File: config.mk
export PLATFORM = sky130hd
export DESIGN_NAME = multicycle_ctrl
export DESIGN_NICKNAME = d
export VERILOG_FILES = /design/src/rtl/multicycle_ctrl_pkg.sv /design/src/rtl/multicycle_ctrl.sv
export SDC_FILE = /design/constraint.sdc
export NUM_CORES = 1
export LEC_CHECK = 0
export CORE_MARGIN = 8
export CORE_UTILIZATION = 46
export DETAILED_ROUTE_END_ITERATION = 6
export PLACE_DENSITY = 0.95
export SETUP_SLACK_MARGIN = 0.3
export SLEW_MARGIN = 20
export SYNTH_ARGS = -nofsm -noshare
export SYNTH_HDL_FRONTEND = slang
export SYNTH_SLANG_ARGS = --single-unit
File: constraint.sdc
create_clock -name clk -period 7.9 [get_ports clk]
set_clock_uncertainty 0.1 [all_clocks]
set_input_delay 1.58 -clock clk [delete_from_list [all_inputs] [get_ports clk]]
set_output_delay 1.58 -clock clk [all_outputs]
set_load 0.02 [all_outputs]
File: src/rtl/multicycle_ctrl_pkg.sv
// Shared encodings for the multicycle MIPS control FSM: states, select codes,
// opcode/funct constants and the instruction decode helpers.
package multicycle_ctrl_pkg;

    typedef enum logic [2:0] {
        S_IF  = 3'd0,
        S_ID  = 3'd1,
        S_EX  = 3'd2,
        S_MEM = 3'd3,
        S_WB  = 3'd4
    } state_e;

    // Extender modes
    localparam logic [1:0] EXTOP_UNSIGNED = 2'b00;
    localparam logic [1:0] EXTOP_SIGNED   = 2'b01;
    localparam logic [1:0] EXTOP_INST     = 2'b10;

    // ALU functions
    localparam logic [2:0] ALUOP_ADD = 3'd0;
    localparam logic [2:0] ALUOP_SUB = 3'd1;
    localparam logic [2:0] ALUOP_OR  = 3'd2;
    localparam logic [2:0] ALUOP_SLT = 3'd3;
    localparam logic [2:0] ALUOP_LUI = 3'd4;

    // Next-PC selects
    localparam logic [1:0] NPC_PC4    = 2'd0;
    localparam logic [1:0] NPC_BRANCH = 2'd1;
    localparam logic [1:0] NPC_JUMP   = 2'd2;
    localparam logic [1:0] NPC_REG    = 2'd3;

    // Register-file write address / data selects
    localparam logic [1:0] REGDST_RT    = 2'd0;
    localparam logic [1:0] REGDST_RD    = 2'd1;
    localparam logic [1:0] REGDST_RA    = 2'd2;
    localparam logic [1:0] MEMTOREG_ALU = 2'd0;
    localparam logic [1:0] MEMTOREG_MEM = 2'd1;
    localparam logic [1:0] MEMTOREG_PC4 = 2'd2;

    // Opcodes
    localparam logic [5:0] OP_RTYPE = 6'b000000;
    localparam logic [5:0] OP_ORI   = 6'b001101;
    localparam logic [5:0] OP_ADDIU = 6'b001001;
    localparam logic [5:0] OP_LUI   = 6'b001111;
    localparam logic [5:0] OP_LW    = 6'b100011;
    localparam logic [5:0] OP_SW    = 6'b101011;
    localparam logic [5:0] OP_BEQ   = 6'b000100;
    localparam logic [5:0] OP_J     = 6'b000010;
    localparam logic [5:0] OP_JAL   = 6'b000011;

    // R-type function codes
    localparam logic [5:0] FUNCT_ADDU = 6'b100001;
    localparam logic [5:0] FUNCT_SUBU = 6'b100011;
    localparam logic [5:0] FUNCT_SLT  = 6'b101010;
    localparam logic [5:0] FUNCT_JR   = 6'b001000;

    typedef enum logic [3:0] {
        K_ADDU, K_SUBU, K_SLT, K_JR,
        K_ORI, K_ADDIU, K_LUI, K_LW, K_SW, K_BEQ,
        K_J, K_JAL, K_ILLEGAL
    } inst_e;

    // Classify the instruction held in IR.
    function automatic inst_e decode(input logic [5:0] op, input logic [5:0] funct);
        inst_e k;
        k = K_ILLEGAL;
        case (op)
            OP_RTYPE: begin
                case (funct)
                    FUNCT_ADDU: k = K_ADDU;
                    FUNCT_SUBU: k = K_SUBU;
                    FUNCT_SLT:  k = K_SLT;
                    FUNCT_JR:   k = K_JR;
                    default:    k = K_ILLEGAL;
                endcase
            end
            OP_ORI:   k = K_ORI;
            OP_ADDIU: k = K_ADDIU;
            OP_LUI:   k = K_LUI;
            OP_LW:    k = K_LW;
            OP_SW:    k = K_SW;
            OP_BEQ:   k = K_BEQ;
            OP_J:     k = K_J;
            OP_JAL:   k = K_JAL;
            default:  k = K_ILLEGAL;
        endcase
        return k;
    endfunction

    // Extender mode depends on the opcode alone, so it is stable all instruction long.
    function automatic logic [1:0] ext_mode(input logic [5:0] op);
        case (op)
            OP_ORI, OP_LUI:                 return EXTOP_UNSIGNED;
            OP_ADDIU, OP_LW, OP_SW, OP_BEQ: return EXTOP_SIGNED;
            default:                        return EXTOP_INST;
        endcase
    endfunction

    function automatic logic [2:0] alu_func(input inst_e k);
        case (k)
            K_SUBU, K_BEQ: return ALUOP_SUB;
            K_SLT:         return ALUOP_SLT;
            K_ORI:         return ALUOP_OR;
            K_LUI:         return ALUOP_LUI;
            default:       return ALUOP_ADD;
        endcase
    endfunction

    function automatic logic uses_imm(input inst_e k);
        return (k == K_ORI) || (k == K_ADDIU) || (k == K_LUI) || (k == K_LW) || (k == K_SW);
    endfunction

endpackage

File: src/rtl/multicycle_ctrl.sv
// Main control FSM of the multicycle MIPS core: one state register plus a
// combinational next-state and Moore output decode (PCWr in beq EX also uses Zero).
module multicycle_ctrl
    import multicycle_ctrl_pkg::*;
(
    input  logic       clk,
    input  logic       rst,
    input  logic [5:0] Op,
    input  logic [5:0] Funct,
    input  logic       Zero,
    output logic       PCWr,
    output logic       IRWr,
    output logic       RegWr,
    output logic       MemWr,
    output logic [1:0] EXTOp,
    output logic [2:0] ALUOp,
    output logic       ALUSrcB,
    output logic [1:0] RegDst,
    output logic [1:0] MemToReg,
    output logic [1:0] NPCOp,
    output logic       InstDone,
    output logic       Illegal,
    output logic [2:0] State
);

    state_e state_q, state_d;
    inst_e  inst;

    assign inst  = decode(Op, Funct);
    assign State = state_q;

    // State register; reset parks the FSM in instruction fetch.
    always_ff @(posedge clk) begin
        // NOTE: sequential state uses non-blocking assignment so every flop samples pre-edge values.
        if (rst) state_q <= S_IF;
        else     state_q <= state_d;
    end

    // Next-state and output decode; reset forces every output to zero.
    always_comb begin
        // NOTE: every output gets a default first so no path leaves one unassigned (no latches).
        state_d  = state_q;
        PCWr     = 1'b0;
        IRWr     = 1'b0;
        RegWr    = 1'b0;
        MemWr    = 1'b0;
        EXTOp    = ext_mode(Op);
        ALUOp    = ALUOP_ADD;
        ALUSrcB  = 1'b0;
        RegDst   = REGDST_RT;
        MemToReg = MEMTOREG_ALU;
        NPCOp    = NPC_PC4;
        InstDone = 1'b0;
        Illegal  = 1'b0;

        // ALU controls are held from EX through WB so the ALU result stays put.
        if (state_q == S_EX || state_q == S_MEM || state_q == S_WB) begin
            ALUOp   = alu_func(inst);
            ALUSrcB = uses_imm(inst);
        end

        case (state_q)
            S_IF: begin
                PCWr    = 1'b1;
                IRWr    = 1'b1;
                state_d = S_ID;
            end
            S_ID: begin
                case (inst)
                    K_J: begin
                        PCWr     = 1'b1;
                        NPCOp    = NPC_JUMP;
                        InstDone = 1'b1;
                        state_d  = S_IF;
                    end
                    K_JAL: begin
                        PCWr     = 1'b1;
                        NPCOp    = NPC_JUMP;
                        RegWr    = 1'b1;
                        RegDst   = REGDST_RA;
                        MemToReg = MEMTOREG_PC4;
                        InstDone = 1'b1;
                        state_d  = S_IF;
                    end
                    K_JR: begin
                        PCWr     = 1'b1;
                        NPCOp    = NPC_REG;
                        InstDone = 1'b1;
                        state_d  = S_IF;
                    end
                    K_ILLEGAL: begin
                        Illegal = 1'b1;
                        state_d = S_IF;
                    end
                    default: state_d = S_EX;
                endcase
            end
            S_EX: begin
                case (inst)
                    K_BEQ: begin
                        PCWr     = Zero;
                        NPCOp    = NPC_BRANCH;
                        InstDone = 1'b1;
                        state_d  = S_IF;
                    end
                    K_LW, K_SW: state_d = S_MEM;
                    default:    state_d = S_WB;
                endcase
            end
            S_MEM: begin
                if (inst == K_SW) begin
                    MemWr    = 1'b1;
                    InstDone = 1'b1;
                    state_d  = S_IF;
                end else begin
                    state_d = S_WB;
                end
            end
            S_WB: begin
                RegWr    = 1'b1;
                InstDone = 1'b1;
                state_d  = S_IF;
                if (inst == K_ADDU || inst == K_SUBU || inst == K_SLT) RegDst = REGDST_RD;
                if (inst == K_LW) MemToReg = MEMTOREG_MEM;
            end
            default: state_d = S_IF;
        endcase

        if (rst) begin
            PCWr     = 1'b0;
            IRWr     = 1'b0;
            RegWr    = 1'b0;
            MemWr    = 1'b0;
            EXTOp    = 2'b00;
            ALUOp    = 3'b000;
            ALUSrcB  = 1'b0;
            RegDst   = 2'b00;
            MemToReg = 2'b00;
            NPCOp    = 2'b00;
            InstDone = 1'b0;
            Illegal  = 1'b0;
        end
    end

endmodule

# Yosys cells after proc, flatten, opt, wreduce, memory -nomap -nowiden
# Cells that the tools add are included.
[op_classes]
muxes = 42
magnitude_cmp = 0
mul = 0
div = 0
n_shift = 0
bitwise_logic = 0
n_eq_ne = 28
n_reduce_logical = 18
addsub = 0
[ops]
columns = ["op", "count"]
rows = [
  ["case mux 4 bit (9 select lines)", 1],
  ["equality test 6 bit, second input constant", 5],
  ["equality test 6 x 4 -> 1 bit, second input constant", 4],
  ["case mux 3 bit (4 select lines)", 2],
  ["equality test 4 bit, second input constant", 5],
  ["two-way mux 1 bit", 20],
  ["case mux 2 bit (2 select lines)", 5],
  ["equality test 4 x 3 -> 1 bit, second input constant", 4],
  ["case mux 4 bit (4 select lines)", 1],
  ["equality test 6 x 2 -> 1 bit, second input constant", 2],
  ["two-way mux 2 bit", 6],
  ["two-way mux 3 bit", 3],
  ["equality test 4 x 2 -> 1 bit, second input constant", 2],
  ["logical OR 1 bit", 8],
  ["OR reduction 2 bit", 4],
  ["OR reduction 4 bit", 2],
  ["equality test 3 x 2 -> 1 bit, second input constant", 2],
  ["equality test 6 x 3 -> 1 bit, second input constant", 1],
  ["logical NOT 6 bit", 1],
  ["case mux 3 bit (2 select lines)", 1],
  ["equality test 4 x 1 -> 1 bit, second input constant", 1],
  ["logical NOT 4 bit", 1],
  ["case mux 1 bit (4 select lines)", 1],
  ["equality test 3 x 1 -> 1 bit, second input constant", 1],
  ["other kinds (5)", 5],
]
[totals]
mem_bits_ro = 0
out_inout_bits = 21
ff_bits = 3
word_cells = 89
memories = 0
latch_bits = 0
ram_bits = 0

# Longest topological paths before layout
[logic_depth]
ltp_word = 10
ltp_mapped = 7

# Worst setup path before layout
# No wires, ideal clock.
[synth_path]
path_kind = "input -> output"
startpoint = "input Op[1]"
endpoint = "output RegDst[1]"
required_ps = 6220
cell_stages = 6
path_buffers = 1
arrival_ps = 3538
setup_slack_ps = 2682
cell_sequence = "or3_2 > a21boi_1 > a311oi_4 > nand2_2 > a2111oi_2 > buf_4"
[synth_between]
elab_chain_len = 6
[synth_lines]
columns = ["element", "line_no", "source"]
rows = [
  ["start: declaration", "multicycle_ctrl.sv:8", "input logic [5:0] Op,"],
  ["equality test 6 x 2 -> 1 bit, or another cell as far along", "multicycle_ctrl_pkg.sv:66", "case (op)"],
  ["case mux 4 bit (9 select lines) *", "multicycle_ctrl_pkg.sv:66", ""],
  ["equality test 4 bit *", "multicycle_ctrl.sv:69", "case (inst)"],
  ["two-way mux 2 bit *", "multicycle_ctrl.sv:69", ""],
  ["case mux 2 bit (2 select lines) *", "multicycle_ctrl.sv:62", "case (state_q)"],
  ["two-way mux 2 bit *", "multicycle_ctrl.sv:129", "if (rst) begin"],
  ["end: declaration", "multicycle_ctrl.sv:18", "output logic [1:0] RegDst,"],
]
# Mark *: on every way between the ends. The rest lies on a longest branch, timed or not.

# Worst setup path after layout
[layout_path]
startpoint = "input Op[0]"
endpoint = "output MemToReg[1]"
[layout_between]
elab_chain_len = 6
[layout_lines]
columns = ["element", "line_no", "source"]
rows = [
  ["equality test 6 x 2 -> 1 bit, or another cell as far along", "multicycle_ctrl_pkg.sv:66", ""],
  ["case mux 4 bit (9 select lines) *", "multicycle_ctrl_pkg.sv:66", ""],
  ["equality test 4 bit *", "multicycle_ctrl.sv:69", ""],
  ["two-way mux 2 bit *", "multicycle_ctrl.sv:69", ""],
  ["case mux 2 bit (2 select lines) *", "multicycle_ctrl.sv:62", ""],
  ["two-way mux 2 bit *", "multicycle_ctrl.sv:129", ""],
  ["end: declaration", "multicycle_ctrl.sv:19", "output logic [1:0] MemToReg,"],
]
# Marks and branches as above.

==> results.sh <==
export IMPL_maxCapViolations=0
export IMPL_drive_gt1_frac=0.145
export IMPL_cts_setup_buffers=0
export IMPL_critPathRequiredTime_ns=6.22
export IMPL_ios=36
export IMPL_worst_r2r_setup_slack_ns=6.33
export IMPL_std_cell_rows=15
export IMPL_fin_tns_setup_ns=0
export IMPL_syn2layout_area_growth_pct=39.0
export IMPL_dp_hpwl_um=2120
export IMPL_startpoint="Op[0]"
export IMPL_synth_edff_count=0
export IMPL_cts_made_buffers=3
export IMPL_wirelength_um=2780
export IMPL_relSlewSlack=0.596
export IMPL_ys_async_sr_fraction=0
export IMPL_multi_input_area_um2=728
export IMPL_yosys_warnings=0
export IMPL_start_kind="input port"
export IMPL_cts_max_path_buffers=2
export IMPL_p_leak_uw=0.000390
export IMPL_ys_seq_elements=3
export IMPL_ys_seq_area_frac=0.0692
export IMPL_irDropWorstVdd_mv=0.0516
export IMPL_ctsResizeCount=0
export IMPL_fp_dieArea_um2=3530
export IMPL_io_buffers=35
export IMPL_cts_tree="yes"
export IMPL_avgViaCountPerCell=6.39
export IMPL_clockRootBuffer="clkbuf_4"
export IMPL_synth_cells=116
export IMPL_fillers=143
export IMPL_synth_largest_area_cell="dfxtp_1"
export IMPL_whs_ns=0.638
export IMPL_p_per_area_nw_per_um2=68.4
export IMPL_fmax_mhz=162
export IMPL_antenna_cells=0
export IMPL_htree_levels=1
export IMPL_reg2reg_from="State[1]$_SDFF_PP0_"
export IMPL_yosysTopAreaCellShare=0.0692
export IMPL_outcome="completed"
export IMPL_synth_area_um2=868
export IMPL_worstPathMaxFanout=16
export IMPL_largest_reg_flops=3
export IMPL_final_period_utilization=0.779
export IMPL_crit_end="MemToReg[1]"
export IMPL_grt_overflow=0
export IMPL_firstDrtPassIters=4
export IMPL_arrival_ns=4.47
export IMPL_drtIter0Drc=26
export IMPL_regArea_um2=60.1
export IMPL_slew_viol_final=0
export IMPL_synth_cell_type_count=57
export IMPL_grt_max_degree=17
export IMPL_synth_area_leaders="dfxtp_1, nand3b_1, nor3_1, a311oi_4, nor2_1"
export IMPL_yosysMostFrequentCell="nor2_1"
export IMPL_track_usage=0.157
export IMPL_nNetsFinal=161
export IMPL_rsz0062_at_grt="false"
export IMPL_cts_sinks=3
export IMPL_cp_end_kind="primary output"
export IMPL_routabilityCongestion=0.917
export IMPL_syn_nets=131
export IMPL_rr_endpoint="State[0]$_SDFF_PP0_"
export IMPL_antenna_found_initial=0
export IMPL_grt_pass1_vias=994
export IMPL_drc=0
export IMPL_grt_pass1_wl_um=4590
export IMPL_hold_viol=0
export IMPL_fin_total_pwr_uw=82.5
export IMPL_worst_slew_pin_slew_ns=0.602
export IMPL_wire_per_inst_um=16.3
export IMPL_hp_class="register to register"
export IMPL_die_w_um=59.4
export IMPL_postCtsHoldBufs=0
export IMPL_coreArea_um2=1750
export IMPL_synth_common_cells="nor2_1, nor3_1, nand3b_1, o21ai_0"
export IMPL_die_y_um=59.4
export IMPL_avgSynthCellArea_um2=7.49
export IMPL_path_clk_slew_ns=0.04
export IMPL_setup_viol=0
export IMPL_worst_r2r_cell_count=4
export IMPL_fin_crit_ns=6.15
export IMPL_insertion_delay_ns=0.23
export IMPL_vias=1087
export IMPL_critPathKind="input port to primary output"
export IMPL_synthFlopType="dfxtp_1"
export IMPL_ant_nets=0
export IMPL_start_util=0.497
==> worst min-delay path by stage <==
| stage | startpoint | to | slack, ns | cells after the start |
|---|---|---|---|---|
| 2_1_floorplan | State[1]$_SDFF_PP0_ | State[2]$_SDFF_PP0_ | 0.62 | 2 |
| 3_3_place_gp | State[1]$_SDFF_PP0_ | State[2]$_SDFF_PP0_ | 0.59 | 2 |
| 3_5_place_dp | State[1]$_SDFF_PP0_ | State[2]$_SDFF_PP0_ | 0.61 | 2 |
| 4_1_cts | State[1]$_SDFF_PP0_ | State[2]$_SDFF_PP0_ | 0.61 | 2 |
| 5_1_grt | State[1]$_SDFF_PP0_ | State[2]$_SDFF_PP0_ | 0.67 | 2 |
| 6_report | State[1]$_SDFF_PP0_ | State[2]$_SDFF_PP0_ | 0.64 | 2 |
==> layout make-up <==
type                       count  area share
tap                           25      0.0259
sequential                     3      0.0497
inverter                       3     0.00933
clock buffer                   4      0.0218
timing repair buffer          35       0.290
multi-input combinational    100       0.603
==> critical path, stage by stage <==
cell             delay, ns
clkdlybuf4s50_1       0.64
or3b_1                0.50
a211o_1               0.33
a311oi_4              0.32
nand2_2               0.11
a2111oi_2             0.32
clkdlybuf4s50_1       0.67
==> placed cells by master (no fill, tap or decap), types with 3 or more instances in the layout <==
cell             Yosys  layout
a21oi_1              4       4
clkbuf_4             0       3
clkdlybuf4s50_1      0      35
dfxtp_1              3       3
inv_1                3       3
nand2_1              3       3
nand2b_1             3       3
nand3_1              3       3
nand3b_1             5       5
nor2_1               7       7
nor3_1               6       6
nor4_1               4       4
o21ai_0              5       5
o21ai_1              4       4
or3_1                3       3
==> through the flow <==
| step | instance area, um^2 | instances | util | worst slack, ns |
|---|---|---|---|---|
| finish | 1210 | 170 | 0.692 | 1.75 |
| global route | 1210 | 170 | 0.692 | 1.54 |
| CTS | 1210 | 170 | 0.692 | 1.77 |
| detailed placement | 1180 | 166 | 0.677 | 1.77 |
| global placement | 1180 | 166 | 0.677 | 1.82 |
| floorplan | 868 | 116 | - | 2.68 |
==> kinds of logic after synthesis <==
logic type	count (synthesis)	synth area share
AO/OA/AOI/OAI	37	0.349
XOR/XNOR	1	0.0101
buffers and inverters	13	0.0922
flip-flops	3	0.0692
AND/OR/NAND/NOR	62	0.480
==> where the power goes <==
part	internal [uW]	leakage [uW]	total (uW)	switching [uW]
logic	17.8	0.000350	38.9	21.0
clock network	18.9	0.0000150	26.3	7.40
registers	15.8	0.0000245	17.4	1.55
total	52.5	0.000390	82.5	30.0
==> routing by layer <==
| metal | vias up | global-route usage | share of wire |
|---|---|---|---|
| li1 | 517 | - | - |
| met1 | 502 | 0.209 | 0.46 |
| met2 | 64 | 0.262 | 0.46 |
| met3 | 4 | 0.0152 | 0.071 |
| met4 | 0 | 0.0307 | 0.010 |
| met5 | - | 0 | 0 |
No activity file was read; power rests on OpenSTA's default activity.
